==> src/rtl/encoder_pkg.sv <==
// Shared types and default sizes for the encoder message path.
package encoder_pkg;

   typedef enum logic [1:0] {
      S_IDLE = 2'd0,
      S_SEND = 2'd1
   } arb_state_t;

   localparam int ENC_DATA_W = 64;
   localparam int ENC_N_CH   = 4;

endpackage

==> src/rtl/encoder_msg_arbiter_if.sv <==
// Stream bundle between the encoder monitors, the arbiter and the host path.
// The master modport is the arbiter side; slave is the surrounding fabric.
interface encoder_msg_arbiter_if
   import encoder_pkg::*;
#(
   parameter int  N_CH   = ENC_N_CH,
   parameter int  DATA_W = ENC_DATA_W,
   localparam int TID_W  = $clog2(N_CH)
) ();

   logic [N_CH*DATA_W-1:0] s_tdata;
   logic [N_CH-1:0]        s_tvalid;
   logic [N_CH-1:0]        s_tready;
   logic [DATA_W-1:0]      m_tdata;
   logic [TID_W-1:0]       m_tid;
   logic                   m_tvalid;
   logic                   m_tready;

   modport master (
      input  s_tdata, s_tvalid, m_tready,
      output s_tready, m_tdata, m_tid, m_tvalid
   );

   modport slave (
      output s_tdata, s_tvalid, m_tready,
      input  s_tready, m_tdata, m_tid, m_tvalid
   );

endinterface

==> src/rtl/rr_pick.sv <==
// Combinational round-robin picker: first set bit of req at or above ptr,
// wrapping from N_CH-1 back to 0.
module rr_pick
   import encoder_pkg::*;
#(
   parameter int  N_CH  = ENC_N_CH,
   localparam int IDX_W = $clog2(N_CH)
) (
   input  logic [N_CH-1:0]  req,
   input  logic [IDX_W-1:0] ptr,
   output logic [N_CH-1:0]  grant,
   output logic [IDX_W-1:0] idx,
   output logic             any
);

   always_comb begin
      idx   = '0;
      grant = '0;
      any   = |req;
      // Walk offsets from farthest to nearest so the nearest request wins.
      for (int k = N_CH - 1; k >= 0; k--) begin
         if (req[(int'(ptr) + k) % N_CH])
            idx = IDX_W'((int'(ptr) + k) % N_CH);
      end
      if (any)
         grant[idx] = 1'b1;
   end

endmodule

==> src/rtl/encoder_msg_arbiter.sv <==
// Round-robin merge of N_CH encoder position streams into one tagged stream,
// with channel masking and an optional stall timeout that drops and counts.
module encoder_msg_arbiter
   import encoder_pkg::*;
#(
   parameter int N_CH    = ENC_N_CH,
   parameter int DATA_W  = ENC_DATA_W,
   parameter int TIMEOUT = 0,
   parameter int CNT_W   = 16
) (
   input  logic                      clk,
   input  logic                      reset,
   input  logic [N_CH-1:0]           ch_enable,
   encoder_msg_arbiter_if.master     msg,
   output logic [CNT_W-1:0]          drop_cnt
);

   localparam int IDX_W = $clog2(N_CH);

   function automatic logic [CNT_W-1:0] sat_inc(input logic [CNT_W-1:0] c);
      return (&c) ? c : c + 1'b1;
   endfunction

   arb_state_t        state_q, state_d;
   logic [N_CH-1:0]   req, grant;
   logic [IDX_W-1:0]  win_idx, rr_ptr;
   logic              any_req, take, timeout_hit, drop;
   logic [DATA_W-1:0] data_p1;
   logic [IDX_W-1:0]  tid_p1;
   logic              vld_p1;

   // Stage 0: request masking, grant and per-channel ready
   assign req = msg.s_tvalid & ch_enable;

   rr_pick #(.N_CH(N_CH)) u_pick (
      .req   (req),
      .ptr   (rr_ptr),
      .grant (grant),
      .idx   (win_idx),
      .any   (any_req)
   );

   // Disabled channels are always drained so their producers never stall.
   assign msg.s_tready = ~ch_enable | ((state_q == S_IDLE) ? grant : '0);

   always_comb begin
      state_d = state_q;
      take    = 1'b0;
      drop    = 1'b0;
      case (state_q)
         S_IDLE: begin
            if (any_req) begin
               take    = 1'b1;
               state_d = S_SEND;
            end
         end
         S_SEND: begin
            if (msg.m_tready) begin
               state_d = S_IDLE;
            end else if (timeout_hit) begin
               drop    = 1'b1;
               state_d = S_IDLE;
            end
         end
         default: state_d = S_IDLE;
      endcase
   end

   generate
      if (TIMEOUT != 0) begin : g_wait
         localparam int WAIT_W = $clog2(TIMEOUT + 1);
         logic [WAIT_W-1:0] wait_q;

         always_ff @(posedge clk or posedge reset) begin
            if (reset)
               wait_q <= '0;
            else if (take)
               wait_q <= '0;
            else if (state_q == S_SEND && !msg.m_tready)
               wait_q <= wait_q + 1'b1;
         end

         assign timeout_hit = (state_q == S_SEND) && !msg.m_tready &&
                              (wait_q == WAIT_W'(TIMEOUT - 1));
      end else begin : g_no_wait
         assign timeout_hit = 1'b0;
      end
   endgenerate

   // Stage 1: registered output, pointer and drop counter
   always_ff @(posedge clk or posedge reset) begin
      if (reset) begin
         state_q  <= S_IDLE;
         rr_ptr   <= '0;
         vld_p1   <= 1'b0;
         data_p1  <= '0;
         tid_p1   <= '0;
         drop_cnt <= '0;
      end else begin
         state_q <= state_d;
         vld_p1  <= (state_d == S_SEND);
         if (take) begin
            data_p1 <= msg.s_tdata[int'(win_idx) * DATA_W +: DATA_W];
            tid_p1  <= win_idx;
            rr_ptr  <= (win_idx == IDX_W'(N_CH - 1)) ? '0 : win_idx + 1'b1;
         end
         if (drop)
            drop_cnt <= sat_inc(drop_cnt);
      end
   end

   assign msg.m_tdata  = data_p1;
   assign msg.m_tid    = tid_p1;
   assign msg.m_tvalid = vld_p1;

endmodule

==> src/flat_wrapper.sv <==
// flat-port wrapper written by rule: the top's interface ports become plain ports
module encoder_msg_arbiter_flat import encoder_pkg::*;
#(
   parameter int N_CH    = ENC_N_CH,
   parameter int DATA_W  = ENC_DATA_W,
   parameter int TIMEOUT = 0,
   parameter int CNT_W   = 16
)
  (clk, reset, ch_enable, drop_cnt, msg_s_tdata, msg_s_tvalid, msg_m_tready, msg_s_tready, msg_m_tdata, msg_m_tid, msg_m_tvalid);
  encoder_msg_arbiter_if #(.N_CH(N_CH), .DATA_W(DATA_W)) msg_i ();
  input  logic clk;
  input  logic reset;
  input  logic [N_CH-1:0] ch_enable;
  output logic [CNT_W-1:0] drop_cnt;
  input wire logic [$bits(msg_i.s_tdata)-1:0] msg_s_tdata;
  input wire logic [$bits(msg_i.s_tvalid)-1:0] msg_s_tvalid;
  input wire logic [$bits(msg_i.m_tready)-1:0] msg_m_tready;
  output wire logic [$bits(msg_i.s_tready)-1:0] msg_s_tready;
  output wire logic [$bits(msg_i.m_tdata)-1:0] msg_m_tdata;
  output wire logic [$bits(msg_i.m_tid)-1:0] msg_m_tid;
  output wire logic [$bits(msg_i.m_tvalid)-1:0] msg_m_tvalid;
  assign msg_i.s_tdata = msg_s_tdata;
  assign msg_i.s_tvalid = msg_s_tvalid;
  assign msg_i.m_tready = msg_m_tready;
  assign msg_s_tready = msg_i.s_tready;
  assign msg_m_tdata = msg_i.m_tdata;
  assign msg_m_tid = msg_i.m_tid;
  assign msg_m_tvalid = msg_i.m_tvalid;
  encoder_msg_arbiter #(.N_CH(N_CH), .DATA_W(DATA_W), .TIMEOUT(TIMEOUT), .CNT_W(CNT_W)) u_core (.clk(clk), .reset(reset), .ch_enable(ch_enable), .msg(msg_i), .drop_cnt(drop_cnt));
endmodule
==> config.mk <==
export PLATFORM = sky130hd
export DESIGN_NAME = encoder_msg_arbiter_flat
export DESIGN_NICKNAME = d
export VERILOG_FILES = /design/src/rtl/encoder_pkg.sv /design/src/rtl/encoder_msg_arbiter_if.sv /design/src/rtl/rr_pick.sv /design/src/rtl/encoder_msg_arbiter.sv /design/src/flat_wrapper.sv
export SDC_FILE = /design/constraint.sdc
export NUM_CORES = 1
export LEC_CHECK = 0
export BUFFER_PORTS_ARGS = -buffer_cell sky130_fd_sc_hd__buf_4
export CAP_MARGIN = 0
export CELL_PAD_IN_SITES_DETAIL_PLACEMENT = 0
export CELL_PAD_IN_SITES_GLOBAL_PLACEMENT = 1
export CORE_AREA = 2 2 138 140
export DETAILED_ROUTE_END_ITERATION = 7
export DIE_AREA = 0 0 140 142
export HOLD_SLACK_MARGIN = 0.05
export PLACE_DENSITY_LB_ADDON = 0.1
export SLEW_MARGIN = 25
export SYNTH_ARGS = -nofsm -noshare
export SYNTH_HDL_FRONTEND = slang
export SYNTH_HIERARCHICAL = 1
export SYNTH_SLANG_ARGS = --single-unit
export TNS_END_PERCENT = 5
==> constraint.sdc <==
create_clock -name clk -period 4 [get_ports clk]
set_clock_uncertainty 0.05 [all_clocks]
set_input_delay 0.8 -clock clk [delete_from_list [all_inputs] [get_ports clk]]
set_output_delay 0.8 -clock clk [all_outputs]
set_load 0.05 [all_outputs]
### Yosys cells after proc, flatten, opt, wreduce, memory -nomap -nowiden

Cells that the tools add are included.

* bits in registers: 71

* add/subtract/negate cells: 4
* $lt $le $gt $ge: 6
* eq/ne operators: 3
* shift-type cells: 1
* mux-type cells: 25
* bitwise gates (word level): 6
* reduce and logical (&&, ||, !) cells: 6

Operators by type and width (count)
* 256-bit by 9-bit indexed part select with 64-bit output: 1
* 2-bit two-way mux: 7
* 3-bit by 4-bit less-than comparator with 1-bit output (second input constant): 3
* 1-bit two-way mux: 10
* 1-bit binary-select mux with 2-bit select: 4
* 4-bit two-way mux: 2
* 2-bit by 3-bit less-than comparator with 1-bit output (second input constant): 2
* 2-bit OR reduction: 3
* 2-bit by 1-bit adder with 2-bit output (second input constant): 2
* 2-bit adder (second input constant): 2
* 4-bit AND: 1
* 2-bit by 1-bit == test with 1-bit output (second input constant): 2
* 4-bit NOT: 1
* 4-bit bitwise OR: 1
* 2-bit one-hot mux with 2 select lines: 1
* 4-bit OR reduction: 1
* 1-bit AND (first input constant): 3
* 1-bit demux with 2-bit select: 1
* 2-bit == test (second input constant): 1
* 2-bit by 1-bit >= comparator with 1-bit output (second input constant): 1
* 2-bit logical NOT: 1
* 1-bit logical AND: 1

### Depth between registers and ports, before layout

Gate-level depths: netlist of run 1.

* depth after elaboration: 17
* depth in mapped cells: 9

### Modules after synthesis

The synthesis of run 1 kept the hierarchy.

Modules (own cells, without submodules)
* encoder_msg_arbiter: instances 1, cells each 262, area each 4357.9 µm²
* rr_pick: instances 1, cells each 33, area each 211.5 µm²

### Least setup slack after synthesis of run 1

Ideal clock, no wire load.

* path kind: input to output
* start: input port msg_s_tvalid[0]
* end: output port msg_s_tready[2]
* arrival time: 2572 ps
* path slack: 578 ps
* stages on the path: 7
* cell sequence: and2_1 -> buf_4 -> nor2_1 -> o21ai_0 -> a21boi_0 -> inv_1 -> o21ai_0

* word-level cells in the longest chain between the ends: 15
* elaborated cells on any way between the ends: 25

Ends and longest elaborated chain
* start: declaration: line flat_wrapper.sv:16 `input wire logic [$bits(msg_i.s_tvalid)-1:0] msg_s_tvalid;`
* 4-bit AND *: line encoder_msg_arbiter.sv:33 `assign req = msg.s_tvalid & ch_enable;`
* 1-bit binary-select mux with 2-bit select: line rr_pick.sv:22 `if (req[(int'(ptr) + k) % N_CH])`
* 1-bit two-way mux (implied by the code) (2 in series): line rr_pick.sv:22
* 2-bit two-way mux (4 in series): line rr_pick.sv:22
* 2-bit by 3-bit less-than comparator with 1-bit output (implied by the code) or 2-bit by 1-bit >= comparator with 1-bit output (tied branches): line rr_pick.sv:26 `grant[idx] = 1'b1;`
* 1-bit logical AND (implied by the code): line rr_pick.sv:26
* 1-bit two-way mux (implied by the code): line rr_pick.sv:26
* 1-bit demux with 2-bit select: line rr_pick.sv:26
* 4-bit two-way mux *: line rr_pick.sv:25 `if (any)`
* named net u_core.grant[2]: line encoder_msg_arbiter.sv:25 `logic [N_CH-1:0] req, grant;`
* 4-bit two-way mux *: line encoder_msg_arbiter.sv:44 `assign msg.s_tready = ~ch_enable | ((state_q == S_IDLE) ? grant : '0);`
* 4-bit bitwise OR *: line encoder_msg_arbiter.sv:44
* end: declaration: line flat_wrapper.sv:18 `output wire logic [$bits(msg_i.s_tready)-1:0] msg_s_tready;`

The timed path passes the listed nets; every way through them passes the cells marked *. The select of a mux whose other input is x is not followed.

### Worst setup path after layout of run 1

* start: input port msg_s_tvalid[2]
* end: output port msg_s_tready[0]

* word-level cells in the longest chain between the ends: 15
* elaborated cells on any way between the ends: 25

Ends and longest elaborated chain (line)
* 4-bit AND *: encoder_msg_arbiter.sv:33
* named net u_core.req[2]: encoder_msg_arbiter.sv:25
* 1-bit binary-select mux with 2-bit select: rr_pick.sv:22
* 1-bit two-way mux (implied by the code) (2 in series): rr_pick.sv:22
* 2-bit two-way mux (4 in series): rr_pick.sv:22
* 2-bit by 3-bit less-than comparator with 1-bit output (implied by the code) or 2-bit by 1-bit >= comparator with 1-bit output (tied branches): rr_pick.sv:26
* 1-bit logical AND (implied by the code): rr_pick.sv:26
* 1-bit two-way mux (implied by the code): rr_pick.sv:26
* 1-bit demux with 2-bit select: rr_pick.sv:26
* 4-bit two-way mux *: rr_pick.sv:25
* named net u_core.grant[0]: encoder_msg_arbiter.sv:25
* 4-bit two-way mux *: encoder_msg_arbiter.sv:44
* 4-bit bitwise OR *: encoder_msg_arbiter.sv:44

Marked as above.

==> impl_metrics.yaml, run 1 <==
run_status:
  status: "complete, but fails checks"
  violations: "design-rule violations"
cells_and_area:
  regArea_um2: 1780
  area_delta_synth_final_pct: 66.8
  layout_commonest_cell: "buf_4"
  multi_input_area_um2: 2550
  finalNetCount: 893
  final_cells: 864
  drive_gt1_share_pct: 78.9
  layout_common_cells: "341 x buf_4, 71 x dfrtp_1, 68 x mux2_2"
  antennaDiodeCount: 0
  stdcell_area_um2: 7620
  fill_cells: 1754
power:
  p_per_area_nw_per_um2: 622
  leakage_nw: 3.47
  ir_drop_mv: 0.223
logic_synthesis:
  synth_cells: 295
  synth_top_area_share_pct: 38.9
  ys_ff_latch: 71
  synthTopCellsByArea: "dfrtp_1 39%, mux4_2 32%, mux2_2 17%, buf_4 3.0%, buf_6 1.7%"
  ys_warn_count: 6
  yosysTopAreaCell: "dfrtp_1"
  yosysUniqueCellTypes: 30
  seq_area_frac_synth_pct: 38.9
  syn_area_um2: 4570
  syn_area_per_cell_um2: 15.5
timing:
  hold_violations: 0
  setup_ws_ns: 1.05
  setup_violations: 0
  tns_ns: 0
  fmax_mhz: 339
  min_period_ns: 2.95
  drv_slew: 0
  final.period_utilization_pct: 73.7
  hold_slack_ns: 0.456
  worst_slew_pin_slew_ns: 0.659
  rsz0062_at_grt: "false"
  slew-limit-headroom_pct: 56.1
placement:
  postPlaceCellArea_um2: 7280
  place_ws_ns: 0.719
  dp_hpwl_um: 13000
  port-buffer-count: 337
  dpl.cell_count: 848
  place_congestion: 0.778
clock_network:
  clock_path_buffers: 2
  clkTransAtPathRegs_ns: 0.05
  clkSinkCount: 71
  cts_resized: 0
  cts_tree: "built"
  cts-root-buf: "clkbuf_16"
  hold_buffers: 0
  htreeDepth: 3
  cts_buffers: 9
  clk_latency_ns: 0.33
  postCtsSetupBuffers: 0
grt:
  grt_overflow: 0
  grt_pass1_vias: 4214
  grt_pass1_wl_um: 23800
  grt_max_degree: 51
  grtUsageTotal_pct: 15.9
  antenna_found_initial: 0
detailed_routing:
  ant_nets: 0
  drt_iter0_markers: 256
  drc: 24
  dr.pass1.iters: 8
  via_count: 3954
  wirelength_um: 16300
  wl_per_cell_um: 18.9
  viasPerCell: 4.58
setup_path:
  slowest_stage: "and2_1"
  critPathLaunchType: "primary input"
  crit_type: "in -> out"
  setup.worst_path.start: "msg_s_tvalid[2]"
  r2r_end: "u_core/msg.m_tdata[20]$_DFFE_PP0P_"
  slowest_delay_ns: 0.26
  worst_setup_path_end_kind: "output port"
  critical_path.cell_chain: "buf_4, and2_1, o2bb2ai_1, a22o_1, and2_1, inv_1, o21ai_0, buf_4"
  r2r_cells: 6
  critPathMaxFanout: 10
  arrival_ns: 2.10
  r2r_start: "u_core/rr_ptr[1]$_DFFE_PP0P_"
  regToRegSetupSlack_ns: 1.33
  crit_path_end: "msg_s_tready[0]"
  cp_data_required_time_ns: 3.15
min_path:
  hold_path_class: "reg -> reg"
  min_path_cells: 1
die:
  die_area_um2: 19900
  core_area_um2: 18500
  io_pins: 354
  fp.dieH_um: 142
  rows: 50
  dieWidth_um: 140
  start_util_pct: 24.8
job:
  maxCapViolCount: 0
-- cells in the mapped netlist --
library cell   n
a21oi_1        6
nor3b_2        1
o21ai_1        2
a31oi_1        1
inv_1          9
buf_4         18
mux2_2        68
and2_1         5
buf_2         10
conb_1         1
a22o_1         1
buf_1          2
or2_2          1
clkbuf_1       4
nand2_1        1
nor2b_1        1
o22ai_1        1
o2bb2ai_1      1
mux4_2        64
buf_6          7
o2bb2a_1       1
nand2b_1       2
mux2i_1        1
a21boi_1       1
ha_1           1
o21ai_0        6
o221a_2        2
nor2_1         5
a21boi_0       1
dfrtp_1       71
-- final cells by class --
class | count | share of cell area [%]
clock buffer | 11 | 3.05
clock inverter | 5 | 1.40
inverter | 9 | 0.476
multi-input combinational | 190 | 33.5
sequential | 71 | 23.3
tap | 234 | 3.84
timing repair buffer | 344 | 34.4
-- cells by family after synthesis --
kind of cell | Yosys count | share of synthesized area [%]
AO/OA/AOI/OAI | 23 | 3.23
other | 1 | 0.0821
adder cells (fa/ha/maj) | 1 | 0.274
multiplexers | 133 | 48.5
flip-flops | 71 | 38.9
buffers and inverters | 50 | 7.01
AND/OR/NAND/NOR | 16 | 2.00
-- routing by layer --
layer	vias to the layer above	wire (µm)	track usage, %
met5	-	0	0
met4	0	120	3.24
met3	6	1460	5.69
met2	204	8950	29.3
met1	1956	5780	17.8
li1	1788	-	-
-- stage by stage --
step | power (mW) | utilization, %
2_1_floorplan | 2.97 | -
3_3_place_gp | 3.83 | 39.4
3_5_place_dp | 3.86 | 39.4
4_1_cts | 4.82 | 41.3
5_1_grt | 4.96 | 41.3
6_report | 4.74 | 41.3
-- flip-flops by register name (all words and copies together), names as in the netlist --
signal,cells
u_core/msg.m_tdata,64
u_core/msg.m_tid,2
u_core/msg.m_tvalid,1
u_core/rr_ptr,2
u_core/state_q,2
-- worst min path at each step --
stage	from	endpoint	slack [ns]
finish	u_core/msg.m_tdata[27]$_DFFE_PP0P_	u_core/msg.m_tdata[27]$_DFFE_PP0P_	0.46
global route	u_core/msg.m_tid[0]$_DFFE_PP0P_	u_core/msg.m_tid[0]$_DFFE_PP0P_	0.47
floorplan	u_core/state_q[1]$_DFF_PP0_	u_core/msg.m_tvalid$_DFF_PP0_	0.40
global placement	u_core/msg.m_tdata[42]$_DFFE_PP0P_	u_core/msg.m_tdata[42]$_DFFE_PP0P_	0.44
CTS	u_core/msg.m_tdata[27]$_DFFE_PP0P_	u_core/msg.m_tdata[27]$_DFFE_PP0P_	0.46
detailed placement	u_core/msg.m_tdata[38]$_DFFE_PP0P_	u_core/msg.m_tdata[38]$_DFFE_PP0P_	0.45
-- critical path, delay by kind of cell --
family,cells,cell delay [ns]
compound gates,3,0.55
simple gates,2,0.39
buf+inv,3,0.36
-- where the power goes --
part           switching (mW)  internal (mW)  leakage (nW)
clock                   0.321          0.611         0.160
combinational            1.57           1.05          2.48
sequential              0.177           1.01         0.833
Power figures use the tool's default switching activity.
==> run 2, diff against run 1 <==
--- a/config.mk
+++ b/config.mk
@@ -9,9 +9,9 @@
 export CAP_MARGIN = 0
 export CELL_PAD_IN_SITES_DETAIL_PLACEMENT = 0
 export CELL_PAD_IN_SITES_GLOBAL_PLACEMENT = 1
-export CORE_AREA = 2 2 138 140
+export CORE_AREA = 2 2 137 139
 export DETAILED_ROUTE_END_ITERATION = 7
-export DIE_AREA = 0 0 140 142
+export DIE_AREA = 0 0 139 141
 export HOLD_SLACK_MARGIN = 0.05
 export PLACE_DENSITY_LB_ADDON = 0.1
 export SLEW_MARGIN = 25
==> constraint.sdc (replaced) <==
create_clock -name clk -period 2.7 [get_ports clk]
set_clock_uncertainty 0.05 [all_clocks]
set_input_delay 0.54 -clock clk [delete_from_list [all_inputs] [get_ports clk]]
set_output_delay 0.54 -clock clk [all_outputs]
set_load 0.05 [all_outputs]
==> impl_metrics.yaml, run 2 (same netlist as run 1, synthesis figures left out) <==
clock_network:
  cts-root-buf: "clkbuf_16"
  htreeDepth: 3
  cts_resized: 0
  cts_buffers: 9
  clk_latency_ns: 0.33
  clkTransAtPathRegs_ns: 0.05
  postCtsSetupBuffers: 0
  clock_path_buffers: 2
  hold_buffers: 0
  clkSinkCount: 71
  cts_tree: "built"
setup_path:
  worst_setup_path_end_kind: "output port"
  crit_path_end: "msg_s_tready[0]"
  setup.worst_path.start: "msg_s_tvalid[2]"
  r2r_end: "u_core/msg.m_tdata[29]$_DFFE_PP0P_"
  r2r_start: "u_core/rr_ptr[1]$_DFFE_PP0P_"
  r2r_cells: 7
  slowest_delay_ns: 0.22
  regToRegSetupSlack_ns: 0.42
  slowest_stage: "buf_4"
  critical_path.most_common_cell: "buf_4"
  crit_type: "in -> out"
  arrival_ns: 1.85
  cp_data_required_time_ns: 2.11
  critPathLaunchType: "primary input"
  critical_path.cell_chain: "buf_4, and2_1, buf_4, o2bb2ai_1, a22o_1, and2_1, inv_1, o21ai_0, buf_4"
  critPathMaxFanout: 9
timing:
  rsz0062_at_grt: "false"
  hold_violations: 0
  min_period_ns: 2.44
  setup_ws_ns: 0.255
  setup_violations: 0
  drv_slew: 0
  final.period_utilization_pct: 90.5
  fmax_mhz: 409
  worst_slew_pin_slew_ns: 0.763
  slew-limit-headroom_pct: 49.1
die:
  core_area_um2: 18300
  start_util_pct: 25.0
  io_pins: 354
  dieWidth_um: 139
  fp.dieH_um: 141
  rows: 50
  die_area_um2: 19600
run_status:
  status: "complete, no violations"
power:
  leakage_nw: 3.51
  p_per_area_nw_per_um2: 883
  ir_drop_mv: 0.494
detailed_routing:
  wl_per_cell_um: 18.6
  drt_iter0_markers: 117
  drc: 0
  wirelength_um: 16200
  dr.pass1.iters: 4
  ant_nets: 0
  via_count: 3980
  viasPerCell: 4.57
job:
  maxCapViolCount: 0
cells_and_area:
  final_cells: 871
  area_delta_synth_final_pct: 68.4
  largest_reg_flops: 64
  layout_commonest_cell: "buf_4"
  layout_common_cells: "344 x buf_4, 71 x dfrtp_1, 68 x mux2_2"
  finalNetCount: 902
  drive_gt1_share_pct: 79.1
  antennaDiodeCount: 0
grt:
  grt_pass1_vias: 4296
  grt_max_degree: 45
  grtUsageTotal_pct: 16.3
  grt_pass1_wl_um: 24400
  antenna_found_initial: 0
  grt_overflow: 0
placement:
  place_ws_ns: 0.00300
  place_congestion: 0.851
  port-buffer-count: 337
  dp_hpwl_um: 13300
  dpl.cell_count: 857
min_path:
  hold_path_class: "in -> async"
-- run 2: cell count changes in the layout (fill, tap and decap cells not counted), moves of 2 or more --
cell       delta
buf_12        +6
buf_4         +3
bufinv_16     -3
clkbuf_8      +2
clkinv_2      +2
-- run 2: final cells by class --
| cell class | instances | area (µm²) |
|---|---|---|
| fill | 1806 | 10600 |
| clock buffer | 13 | 260 |
| clock inverter | 1 | 5.00 |
| timing repair buffer | 353 | 2760 |
| inverter | 9 | 35.0 |
| sequential | 71 | 1780 |
| tap | 234 | 293 |
| multi-input combinational | 190 | 2560 |
-- run 2: worst min path at each step --
stage,from,endpoint,slack (ns),cells after the start
after floorplan,u_core/state_q[1]$_DFF_PP0_,u_core/msg.m_tvalid$_DFF_PP0_,0.40,1
after global placement,u_core/msg.m_tdata[21]$_DFFE_PP0P_,u_core/msg.m_tdata[21]$_DFFE_PP0P_,0.44,1
after detailed placement,u_core/msg.m_tdata[40]$_DFFE_PP0P_,u_core/msg.m_tdata[40]$_DFFE_PP0P_,0.45,1
after CTS,reset,u_core/msg.m_tdata[43]$_DFFE_PP0P_,0.29,2
after global routing,reset,u_core/msg.m_tdata[43]$_DFFE_PP0P_,0.32,2
final,reset,u_core/msg.m_tdata[43]$_DFFE_PP0P_,0.25,2
-- run 2: metal layers --
layer / GRT usage, % / vias up / part of all wire [%]
li1: - / 1805 / -
met1: 18.7 / 1946 / 37
met5: 0 / - / 0
met2: 29.0 / 208 / 53
met4: 5.90 / 0 / 2.1
met3: 4.55 / 21 / 7.6
-- run 2: critical path, delay by kind of cell --
kind	cells	cell delay (ns)
AO/OA/AOI/OAI	3	0.50
buffers and inverters	4	0.52
AND/OR/NAND/NOR	2	0.29
-- run 2: stage by stage --
step	total power, mW	hold WS, ns	cell area, µm²	setup TNS (ns)	utilization [%]
detailed placement	5.78	0.447	7430	0	40.7
finish	6.79	0.255	7700	0	42.1
global route	7.12	0.320	7700	0	42.1
CTS	6.90	0.290	7700	0	42.1
floorplan	4.40	0.403	4630	-0.492	-
global placement	5.74	0.441	7430	0	40.7
-- run 2: where the power goes --
part	switching, mW	total, mW	leakage, nW	internal, mW
Combinational	2.35	3.97	2.55	1.63
Clock	0.427	1.09	0.132	0.661
Sequential	0.245	1.74	0.833	1.49
